--- src/rtl/csa_pkg.sv ---
// csa_pkg: shared width, skid entry type, op-mode enum and carry-select add helper.
package csa_pkg;
  localparam int CSA_WIDTH = 41;
  typedef enum logic {CSA_OP_ADD, CSA_OP_ACC} csa_op_e;
  typedef struct packed {
    logic [CSA_WIDTH-1:0] term1;
    logic [CSA_WIDTH-1:0] term2;
    csa_op_e              acc_mode;
  } csa_entry_t;
  // Low 20 bits ripple; upper 21 bits computed for both carries and selected.
  function automatic logic [CSA_WIDTH:0] csa_add(input logic [CSA_WIDTH-1:0] a, input logic [CSA_WIDTH-1:0] b);
    logic [20:0] lo;
    logic [21:0] h0, h1;
    lo = {1'b0, a[19:0]} + {1'b0, b[19:0]};
    h0 = {1'b0, a[40:20]} + {1'b0, b[40:20]};
    h1 = h0 + 22'd1;
    return {lo[20] ? h1 : h0, lo[19:0]};
  endfunction
endpackage

--- src/rtl/csa_skid_buf.sv ---
// csa_skid_buf: 2-entry FIFO skid buffer; ready comes from registered occupancy only.
module csa_skid_buf #(
  parameter type T = logic,
  parameter int DEPTH = 2
) (
  input  logic i_clk,
  input  logic i_rst_n,
  input  logic i_push,
  input  T     i_data,
  output logic o_ready,
  input  logic i_pop,
  output T     o_data,
  output logic o_empty
);
  T r_mem [2];
  logic r_wr, r_rd;
  logic [1:0] r_cnt;
  logic w_push, w_pop;
  assign o_ready = r_cnt != 2'(DEPTH);
  assign o_empty = r_cnt == 2'd0;
  assign o_data  = r_mem[r_rd];
  assign w_push  = i_push && o_ready;
  assign w_pop   = i_pop && !o_empty;
  always_ff @(posedge i_clk)
    if (w_push) r_mem[r_wr] <= i_data;
  always_ff @(posedge i_clk or negedge i_rst_n)
    if (!i_rst_n) begin
      r_wr  <= 1'b0;
      r_rd  <= 1'b0;
      r_cnt <= 2'd0;
    end else begin
      if (w_push) r_wr <= !r_wr;
      if (w_pop) r_rd <= !r_rd;
      r_cnt <= r_cnt + 2'(w_push) - 2'(w_pop);
    end
endmodule

--- src/rtl/csa41_pipe_stage.sv ---
// csa41_pipe_stage: skid-buffered operand stage, carry-select add, registered result with accumulate mode.
// Define CSA41_OVF_STICKY_EN to build the sticky carry-out flag; otherwise o_ovf_sticky is tied low.
module csa41_pipe_stage import csa_pkg::*; #(
  parameter int WIDTH = CSA_WIDTH,
  parameter int SKID_DEPTH = 2
) (
  input  logic             i_clk,
  input  logic             i_rst_n,
  input  logic             i_valid,
  output logic             o_ready,
  input  logic [WIDTH-1:0] i_add_term1,
  input  logic [WIDTH-1:0] i_add_term2,
  input  logic             i_acc_mode,
  input  logic             i_clear,
  output logic             o_valid,
  input  logic             i_ready,
  output logic [WIDTH-1:0] o_sum,
  output logic             o_cout,
  output logic             o_ovf_sticky
);
  csa_entry_t w_in, w_head;
  logic w_empty, w_xfer;
  logic [WIDTH-1:0] w_a, r_acc;
  logic [WIDTH:0] w_res;
  assign w_in = '{term1: i_add_term1, term2: i_add_term2, acc_mode: i_acc_mode ? CSA_OP_ACC : CSA_OP_ADD};
  csa_skid_buf #(.T(csa_entry_t), .DEPTH(SKID_DEPTH)) u_skid (
    .i_clk   (i_clk),
    .i_rst_n (i_rst_n),
    .i_push  (i_valid),
    .i_data  (w_in),
    .o_ready (o_ready),
    .i_pop   (w_xfer),
    .o_data  (w_head),
    .o_empty (w_empty)
  );
  assign w_xfer = !w_empty && (!o_valid || i_ready);
  // A clear in the same cycle zeroes the accumulator operand for this op
  assign w_a   = (w_head.acc_mode == CSA_OP_ACC) ? (i_clear ? '0 : r_acc) : w_head.term1;
  assign w_res = csa_add(w_a, w_head.term2);
  always_ff @(posedge i_clk or negedge i_rst_n)
    if (!i_rst_n) begin
      o_valid <= 1'b0;
      o_sum   <= '0;
      o_cout  <= 1'b0;
      r_acc   <= '0;
    end else begin
      if (w_xfer) {o_cout, o_sum} <= w_res;
      o_valid <= w_xfer || (o_valid && !i_ready);
      r_acc   <= w_xfer ? w_res[WIDTH-1:0] : i_clear ? '0 : r_acc;
    end
`ifdef CSA41_OVF_STICKY_EN
  logic r_sticky;
  always_ff @(posedge i_clk or negedge i_rst_n)
    if (!i_rst_n) r_sticky <= 1'b0;
    else r_sticky <= (r_sticky && !i_clear) || (w_xfer && w_res[WIDTH]);
  assign o_ovf_sticky = r_sticky;
`else
  assign o_ovf_sticky = 1'b0;
`endif
endmodule

--- config.mk ---
export PLATFORM = sky130hd
export DESIGN_NAME = csa41_pipe_stage
export DESIGN_NICKNAME = d
export VERILOG_FILES = /design/src/rtl/csa_pkg.sv /design/src/rtl/csa_skid_buf.sv /design/src/rtl/csa41_pipe_stage.sv
export SDC_FILE = /design/constraint.sdc
export NUM_CORES = 1
export LEC_CHECK = 0
export CAP_MARGIN = 20
export CORE_MARGIN = 5
export CORE_UTILIZATION = 28
export CTS_BUF_LIST = sky130_fd_sc_hd__clkbuf_16
export CTS_CLUSTER_SIZE = 12
export DETAILED_ROUTE_END_ITERATION = 12
export GPL_ROUTABILITY_DRIVEN = 0
export PLACE_DENSITY_LB_ADDON = 0.1
export SYNTH_ARGS = -nofsm -noshare
export SYNTH_HDL_FRONTEND = slang
export SYNTH_HIERARCHICAL = 1
export SYNTH_SLANG_ARGS = --single-unit
--- constraint.sdc ---
create_clock -name i_clk -period 4.4 [get_ports i_clk]
set_input_delay 0.66 -clock i_clk [delete_from_list [all_inputs] [get_ports i_clk]]
set_output_delay 0.66 -clock i_clk [all_outputs]
set_load 0.05 [all_outputs]
==> out/metrics.cfg <==
[cells_and_area]
fin_nets=1407
layout_commonest_cell=edfxtp_1
antenna_cells=0
mostFrequentLayoutCells=166 x edfxtp_1, 132 x buf_4, 130 x clkdlybuf4s50_1, 115 x nand2_1, 87 x dfrtp_1
syn2layout_area_growth_pct=31.0
drive_above_1_share_pct=25.4

[worst_setup_path]
worst_path_max_delay_cell=dfrtp_4
start_kind=flip-flop
arrival_ns=4.59
required_ns=4.78
setup.worst_path.end_class=flip-flop
critPathKind=flip-flop to flip-flop
crit_chain=buf_12, mux2_4, nor2b_1, a31o_2, fa_2, a211o_1, a21boi_1, a32oi_1, o22ai_2, nand4_2, nor4_2, buf_4, nand2_1, xor2_1, buf_4, a21oi_1
crit_fanout=13
slowest_delay_ns=0.57
critPathMostFrequentCell=buf_4

[detailed_routing]
drc=0
vias=8558
post_drt_wl_per_cell_um=17.8
drt_wl_total_um=33700
dr.pass1.iters=4
drt_iter0_drc=314
ant_nets=0
viasPerCell=4.52

[grt]
grt_max_degree=93
grt_pass1_vias=8866
antenna_found_initial=0
grt_pass1_wl_um=52000
gr-usage-all-layers_pct=13.1
globalRoute.totalOverflow=0

[synthesis]
ys_types=79
syn_area_um2=12800
netlist.area_leader.share_pct=38.9
ys.flop_type=edfxtp_1
synth_edf_count=166
syn_inst=1021
ys_top_cells_by_area=edfxtp_1 39%, dfrtp_1 17%, mux2_4 7.0%
synth_seq_cells=254
post_synth.cell_area_avg_um2=12.6
yosysTopAreaCell=edfxtp_1
yosys_warnings=6
yosysSeqAreaShare_pct=56.0
synth_nets=1155
ys_async_sr_fraction_pct=34.6

[timing]
hold_ws_ns=0.195
setup_viol=0
timing.final.max_slew_violations=0
max-slew-margin-rel_pct=34.2
fin_skew_ns=0.0251
worst_slew_pin_slew_ns=0.986
rsz0062_at_grt=false
fin_crit_ns=4.21
fin_ws_ns=0.190
finalCritPeriodShare_pct=95.7
fmax_mhz=238
hold_viol=0

[clocking]
ctsLongestPathBuffers=3
clockRootBuffer=clkbuf_16
clkTransAtPathRegs_ns=0.06
cts_tree=done
cts_buffers=28
postCtsHoldBufs=0
htree_levels=1
clock-sinks=254
clk_latency_ns=0.56

[die]
dieArea_um2=50200
io_pins=133
rows=78
coreArea_um2=45400
initial_utilization_pct=28.3
die_x_um=224
die_y_um=224

[place]
hpwl_um=24000
post-place-ws_ns=-0.534
io_buffers=131

[min_path]
hp-class=primary input to async pin

[run_status]
status=finished clean

[job]
drv_cap=0

per-layer routing:
metal / GRT usage (%) / routed length [um] / up-vias
met5: 0 / 0 / -
met2: 21.0 / 15500 / 129
met3: 2.29 / 1400 / 43
met4: 3.50 / 644 / 0
li1: - / - / 4234
met1: 18.5 / 16100 / 4152
state kept, by name (all words and copies together), names as in the netlist:
| register | flops |
|---|---|
| o_valid | 1 |
| u_skid/r_cnt | 2 |
| u_skid/r_rd | 1 |
| o_cout | 1 |
| u_skid/r_mem | 166 |
| o_sum | 41 |
| r_acc | 41 |
| u_skid/r_wr | 1 |
area by class of cell:
class	count	area [um2]
tap	600	751
clock buffer	28	701
inverter	36	139
timing repair buffer	271	2470
fill	4480	28600
clock inverter	24	213
sequential	254	7190
multi-input combinational	682	5340
metrics by stage:
step	cells	setup TNS [ns]	cell area, um2	util (%)
global route	1895	0	16800	37.0
global placement	1839	-8.97	15700	34.7
CTS	1891	0	16700	36.7
detailed placement	1839	-10.94	15700	34.7
finish	1895	0	16800	37.0
floorplan	1021	0	12800	-
synth_stat cells, types with 8 or more instances:
cell type	n
ha_1	44
mux2_2	32
a31o_2	10
a21oi_1	62
inv_1	35
nor2b_1	21
a31oi_1	8
edfxtp_1	166
clkbuf_1	27
o21ai_0	45
nor2_1	45
dfrtp_1	88
xnor2_1	29
xor2_1	18
mux2i_1	27
a21o_1	11
nand2_1	115
nand3_1	15
nand2b_1	8
mux2_4	60
buf_2	10
and3_1	8
worst max-delay path: cells and delay by family, from the launching register on:
family	cells	cell delay, ns
flip-flops	1	0.57
XOR/XNOR	1	0.21
multiplexers	1	0.29
adder cells (fa/ha/maj)	1	0.40
AND/OR/NAND/NOR	4	0.83
buffers and inverters	3	0.53
AO/OA/AOI/OAI	6	1.19
what timing repair did:
action                                  4_1_cts  5_1_grt
buffers inserted                              0        3
endpoints found under the setup margin        2       26
cloned                                        0        1
pin swaps                                     0        2
resized for setup                             1       19
cell families after synthesis:
logic type,Yosys count,share of synthesized area (%)
compound gates,203,10.5
xor+xnor,49,3.46
fa+ha+maj,46,4.60
buf+inv,85,3.08
flops,254,56.0
mux,119,11.9
other cells,1,0.0292
simple gates,264,10.3
final timing paths:
kind,start,end,slack [ns],depth (start not counted)
min,i_rst_n,o_sum[4],0.20,1
max,u_skid/r_rd,o_sum[36],0.19,16
max in group asynchronous,i_rst_n,r_acc[29],3.17,2
max reg2reg,u_skid/r_rd,o_sum[36],0.19,16
min in group i_clk,o_sum[22],o_sum[22],0.48,2
min reg2reg,o_sum[22],o_sum[22],0.48,2
Power is not shown: default switching activity piles up to over one toggle a cycle in this logic, so the estimate is an artifact.
==> patch 1: new RTL, same settings <==
Add a define of `CSA41_OVF_STICKY_EN`.
--- a/src/rtl/csa41_pipe_stage.sv
+++ b/src/rtl/csa41_pipe_stage.sv
@@ -1,5 +1,7 @@
 // csa41_pipe_stage: skid-buffered operand stage, carry-select add, registered result with accumulate mode.
 // Define CSA41_OVF_STICKY_EN to build the sticky carry-out flag; otherwise o_ovf_sticky is tied low.
+`define CSA41_OVF_STICKY_EN
+
 module csa41_pipe_stage import csa_pkg::*; #(
   parameter int WIDTH = CSA_WIDTH,
   parameter int SKID_DEPTH = 2
Behaviour: not the same (a bounded check fails within 4 cycles, from zero or initial values and one cycle with i_rst_n low).
==> patch 1 against the unedited design <==
  * Utilization fell by 0.56 points
  * Sequential cell count rose by 1
  * Wire length fell by 3.6%
  * Non-clock buffer count fell by 22
  * Design area fell by 2.1%
  * First-iteration DRC count rose by 16%
  * Area after synthesis fell by 1.1%
  * Worst setup slack improved by 0.0096 ns
  * Largest cell class unchanged
  * Highest routed layer unchanged
Power is left out: the tool's default activity adds up to more than one toggle a clock period on the data nets, which glitch-free logic cannot reach.
==> patch 1: results <==
set metrics [dict create \
    status "completed" \
    min_path_type "in -> async" \
    avgRoutedWirePerCell_um 17.54 \
    fin_nets 1366 \
    htree_levels 1 \
    synthDistinctLibCells 77 \
    postRouteAntennaNets 0 \
    ys_warn_count 6 \
    fill_cells 4479 \
    numCtsBuffers 29 \
    drtPass1Iterations 5 \
    antenna_found_initial 0 \
    critPathMaxStageDelay_ns 0.54 \
    drtIter0Drc 363 \
    slowest_stage "dfrtp_4" \
    grt_pass1_wl_um 50840 \
    synth_commonest_cells "166 x edfxtp_1, 109 x nand2_1, 89 x dfrtp_1, 60 x mux2_4, 57 x a21oi_1" \
    grt_overflow 0 \
    portBuffers 132 \
    grt_max_degree 84 \
    insertion_delay_ns 0.56 \
    endpoint_kind "flip-flop" \
    skew_ns 0.007774 \
    drive_gt1_share_pct 23.92 \
    synthArstFlopShare_pct 34.90 \
    dp_slack_ns -0.2959 \
    slew_headroom_pct 35.96 \
    synth.net_count 1124 \
    antenna_cells 0 \
    cts_buffer_depth 3 \
    synthTopCellsByArea "edfxtp_1 39%, dfrtp_1 18%, mux2_4 7.1%" \
    grt_usage_pct 12.84 \
    synth-edff-count 166 \
    dp_hpwl_um 23430 \
    dr_total_vias 8234 \
    maxSlewViolCount 0 \
    yosysSeqAreaShare_pct 56.86 \
    reg_top3 "u_skid/r_mem (166), o_sum (41), r_acc (41)" \
    path_clk_slew_ns 0.06 \
    crit_fanout 12 \
    cts-root-buf "clkbuf_16" \
    grt_pass1_vias 8787 \
    path_delay_family "compound AO/OA/AOI/OAI gates" \
]
==> patch 1: cell types whose count changed after synthesis, moves of 6 or more <==
cell     change
xor2_1       +9
buf_2        -6
a21o_1      +13
nand2_1      -6
==> patch 1: kinds of logic after synthesis <==
group	count (synthesis)	share of synthesized area, %
multiplexers	118	12.01
adder cells (fa/ha/maj)	47	4.754
flip-flops	255	56.86
buffers and inverters	74	2.722
AO/OA/AOI/OAI	195	10.23
XOR/XNOR	54	3.788
AND/OR/NAND/NOR	246	9.637
==> patch 1: metrics by stage <==
| step | instances | area [µm²] | setup TNS (ns) | hold WS, ns |
|---|---|---|---|---|
| after floorplan | 989 | 12690 | 0 | 0.3644 |
| after global placement | 1799 | 15530 | -4.861 | 0.4609 |
| after detailed placement | 1799 | 15530 | -4.593 | 0.4615 |
| after CTS | 1853 | 16400 | 0 | 0.2612 |
| after global routing | 1854 | 16440 | -0.01907 | 0.3202 |
| final | 1854 | 16440 | 0 | 0.2549 |
==> patch 1: area by class of cell <==
cell class	count	area share, %
Tap cell	600	4.566
Clock buffer	29	4.413
Sequential cell	255	43.88
Multi-Input combinational cell	660	31.45
Clock inverter	25	0.8751
Timing Repair Buffer	249	13.99
Inverter	36	0.8218
==> patch 1: path summary, 6_finish.rpt <==
check                      depth (start not counted)      endpoint  slack (ns)   startpoint
setup reg to reg                                  16  o_ovf_sticky        0.20  u_skid/r_rd
setup / recovery                                  16  o_ovf_sticky        0.20  u_skid/r_rd
hold reg to reg                                    2     o_sum[20]        0.47    o_sum[20]
min in group i_clk                                 2     o_sum[20]        0.47    o_sum[20]
max in group asynchronous                          2     r_acc[27]        3.18      i_rst_n
hold / removal                                     1     o_sum[35]        0.25      i_rst_n
==> patch 1: timing repair <==
action / 4_1_cts / 5_1_grt
endpoints found under the hold margin: 0 / 0
gates resized for setup: 0 / 7
buffers inserted: 0 / 1
setup endpoints to repair: 0 / 12
==> patch 1: per-layer routing <==
layer / wire [µm] / vias up / GRT usage, %
li1: - / 4093 / -
met1: 15930 / 3968 / 18.27
met2: 14780 / 138 / 20.66
met3: 1377 / 35 / 2.286
met4: 434 / 0 / 2.668
met5: 0 / - / 0
==> patch 2: new RTL, same flow settings <==
Made on the original files. Add an input register stage for `i_acc_mode`; this delays it by one clock. The other inputs are not delayed to match.
--- a/src/rtl/csa41_pipe_stage.sv
+++ b/src/rtl/csa41_pipe_stage.sv
@@ -18,11 +18,18 @@
   output logic             o_cout,
   output logic             o_ovf_sticky
 );
+
+  logic i_acc_mode_q;
+
+  always_ff @(posedge i_clk) begin
+      i_acc_mode_q <= i_acc_mode;
+  end
+
   csa_entry_t w_in, w_head;
   logic w_empty, w_xfer;
   logic [WIDTH-1:0] w_a, r_acc;
   logic [WIDTH:0] w_res;
-  assign w_in = '{term1: i_add_term1, term2: i_add_term2, acc_mode: i_acc_mode ? CSA_OP_ACC : CSA_OP_ADD};
+  assign w_in = '{term1: i_add_term1, term2: i_add_term2, acc_mode: i_acc_mode_q ? CSA_OP_ACC : CSA_OP_ADD};
   csa_skid_buf #(.T(csa_entry_t), .DEPTH(SKID_DEPTH)) u_skid (
     .i_clk   (i_clk),
     .i_rst_n (i_rst_n),
Behaviour: not the same (Yosys sat finds a counterexample within 4 cycles, from zero or initial values and one cycle with i_rst_n low).
==> patch 2 against the unedited design <==
  * Area after synthesis rose by 0.85%
  * Design area rose by 2.6%
  * Critical path depth fell by 2
  * Sequential cell count rose by 1
  * Wire length rose by 3.8%
  * Via count rose by 3.9%
  * Global-route usage rose by 0.15 points
  * Clock skew rose by 0.0016 ns
  * Worst setup slack got worse by 0.074 ns
  * Critical path type unchanged
  * Highest routed layer unchanged
Power is left out: the tool's default activity adds up to more than one toggle a clock period on the data nets, which glitch-free logic cannot reach.
==> patch 2: results <==
set metrics [dict create \
    synth-compound-area-share_pct 11.56 \
    skew_ns 0.02673 \
    met3_length_um 1291 \
    grt_max_degree 84 \
    synthTopCellsByArea "edfxtp_1 39%, dfrtp_1 17%, mux2_4 7.0%" \
    avgSynthCellArea_um2 12.63 \
    grt_usage_pct 13.28 \
    numCtsBuffers 31 \
    wl_met1_um 16960 \
    buffer_area_share_pct 15.80 \
    via_per_inst 4.588 \
    status "completed" \
    synth_mux_area_share_pct 11.54 \
    fin_nets 1447 \
    dp_hpwl_um 24840 \
    routed_wl_um 35020 \
    synth.net_count 1158 \
    ff2ff_path_depth 14 \
    tightestPinTransition_ns 0.9591 \
    synth_commonest_cells "166 x edfxtp_1, 104 x nand2_1, 88 x dfrtp_1, 66 x a21oi_1, 60 x mux2_4" \
    multi_input_gates 691 \
    drtPass1Iterations 6 \
    whs_ns 0.2529 \
    drive_gt1_share_pct 27.00 \
    antenna_found_initial 1 \
    multi_input_area_um2 5433 \
    drtIter0Drc 388 \
    nNonClkBuffers 302 \
    fill_cells 4444 \
    wl_met2_um 16070 \
    reg2reg_slack_ns 0.12 \
    cts_sinks 255 \
    cp.arrival_ns 4.73 \
    grt_pass1_wl_um 53240 \
    final-instance-count-excl-fill 1938 \
    synthDistinctLibCells 80 \
    antenna_cells 1 \
    synth_fa_ha_area_share_pct 4.566 \
    yosys.area_share.xor_xnor_pct 3.309 \
    clkCellAreaFrac_pct 5.812 \
]
-- patch 2: cell types whose count changed in the layout (fill, tap and decap cells not counted), moves of 7 or more --
cell | unedited run | this run
a21o_1 | 11 | 18
o21ai_0 | 44 | 35
buf_4 | 132 | 160
nor2b_1 | 21 | 30
nand2_1 | 115 | 104
-- patch 2: layer usage --
| metal | vias to the layer above | GRT usage (%) |
|---|---|---|
| met4 | 0 | 2.848 |
| met5 | - | 0 |
| met2 | 130 | 21.42 |
| li1 | 4360 | - |
| met3 | 42 | 2.293 |
| met1 | 4359 | 18.88 |
-- patch 2: stage by stage --
| stage | area (µm²) | worst slack (ns) |
|---|---|---|
| after floorplan | 12980 | -0.02162 |
| after global placement | 16020 | -0.3021 |
| after detailed placement | 16020 | -0.3535 |
| after CTS | 17030 | 0.003211 |
| after global routing | 17250 | -0.01064 |
| final | 17250 | 0.1160 |
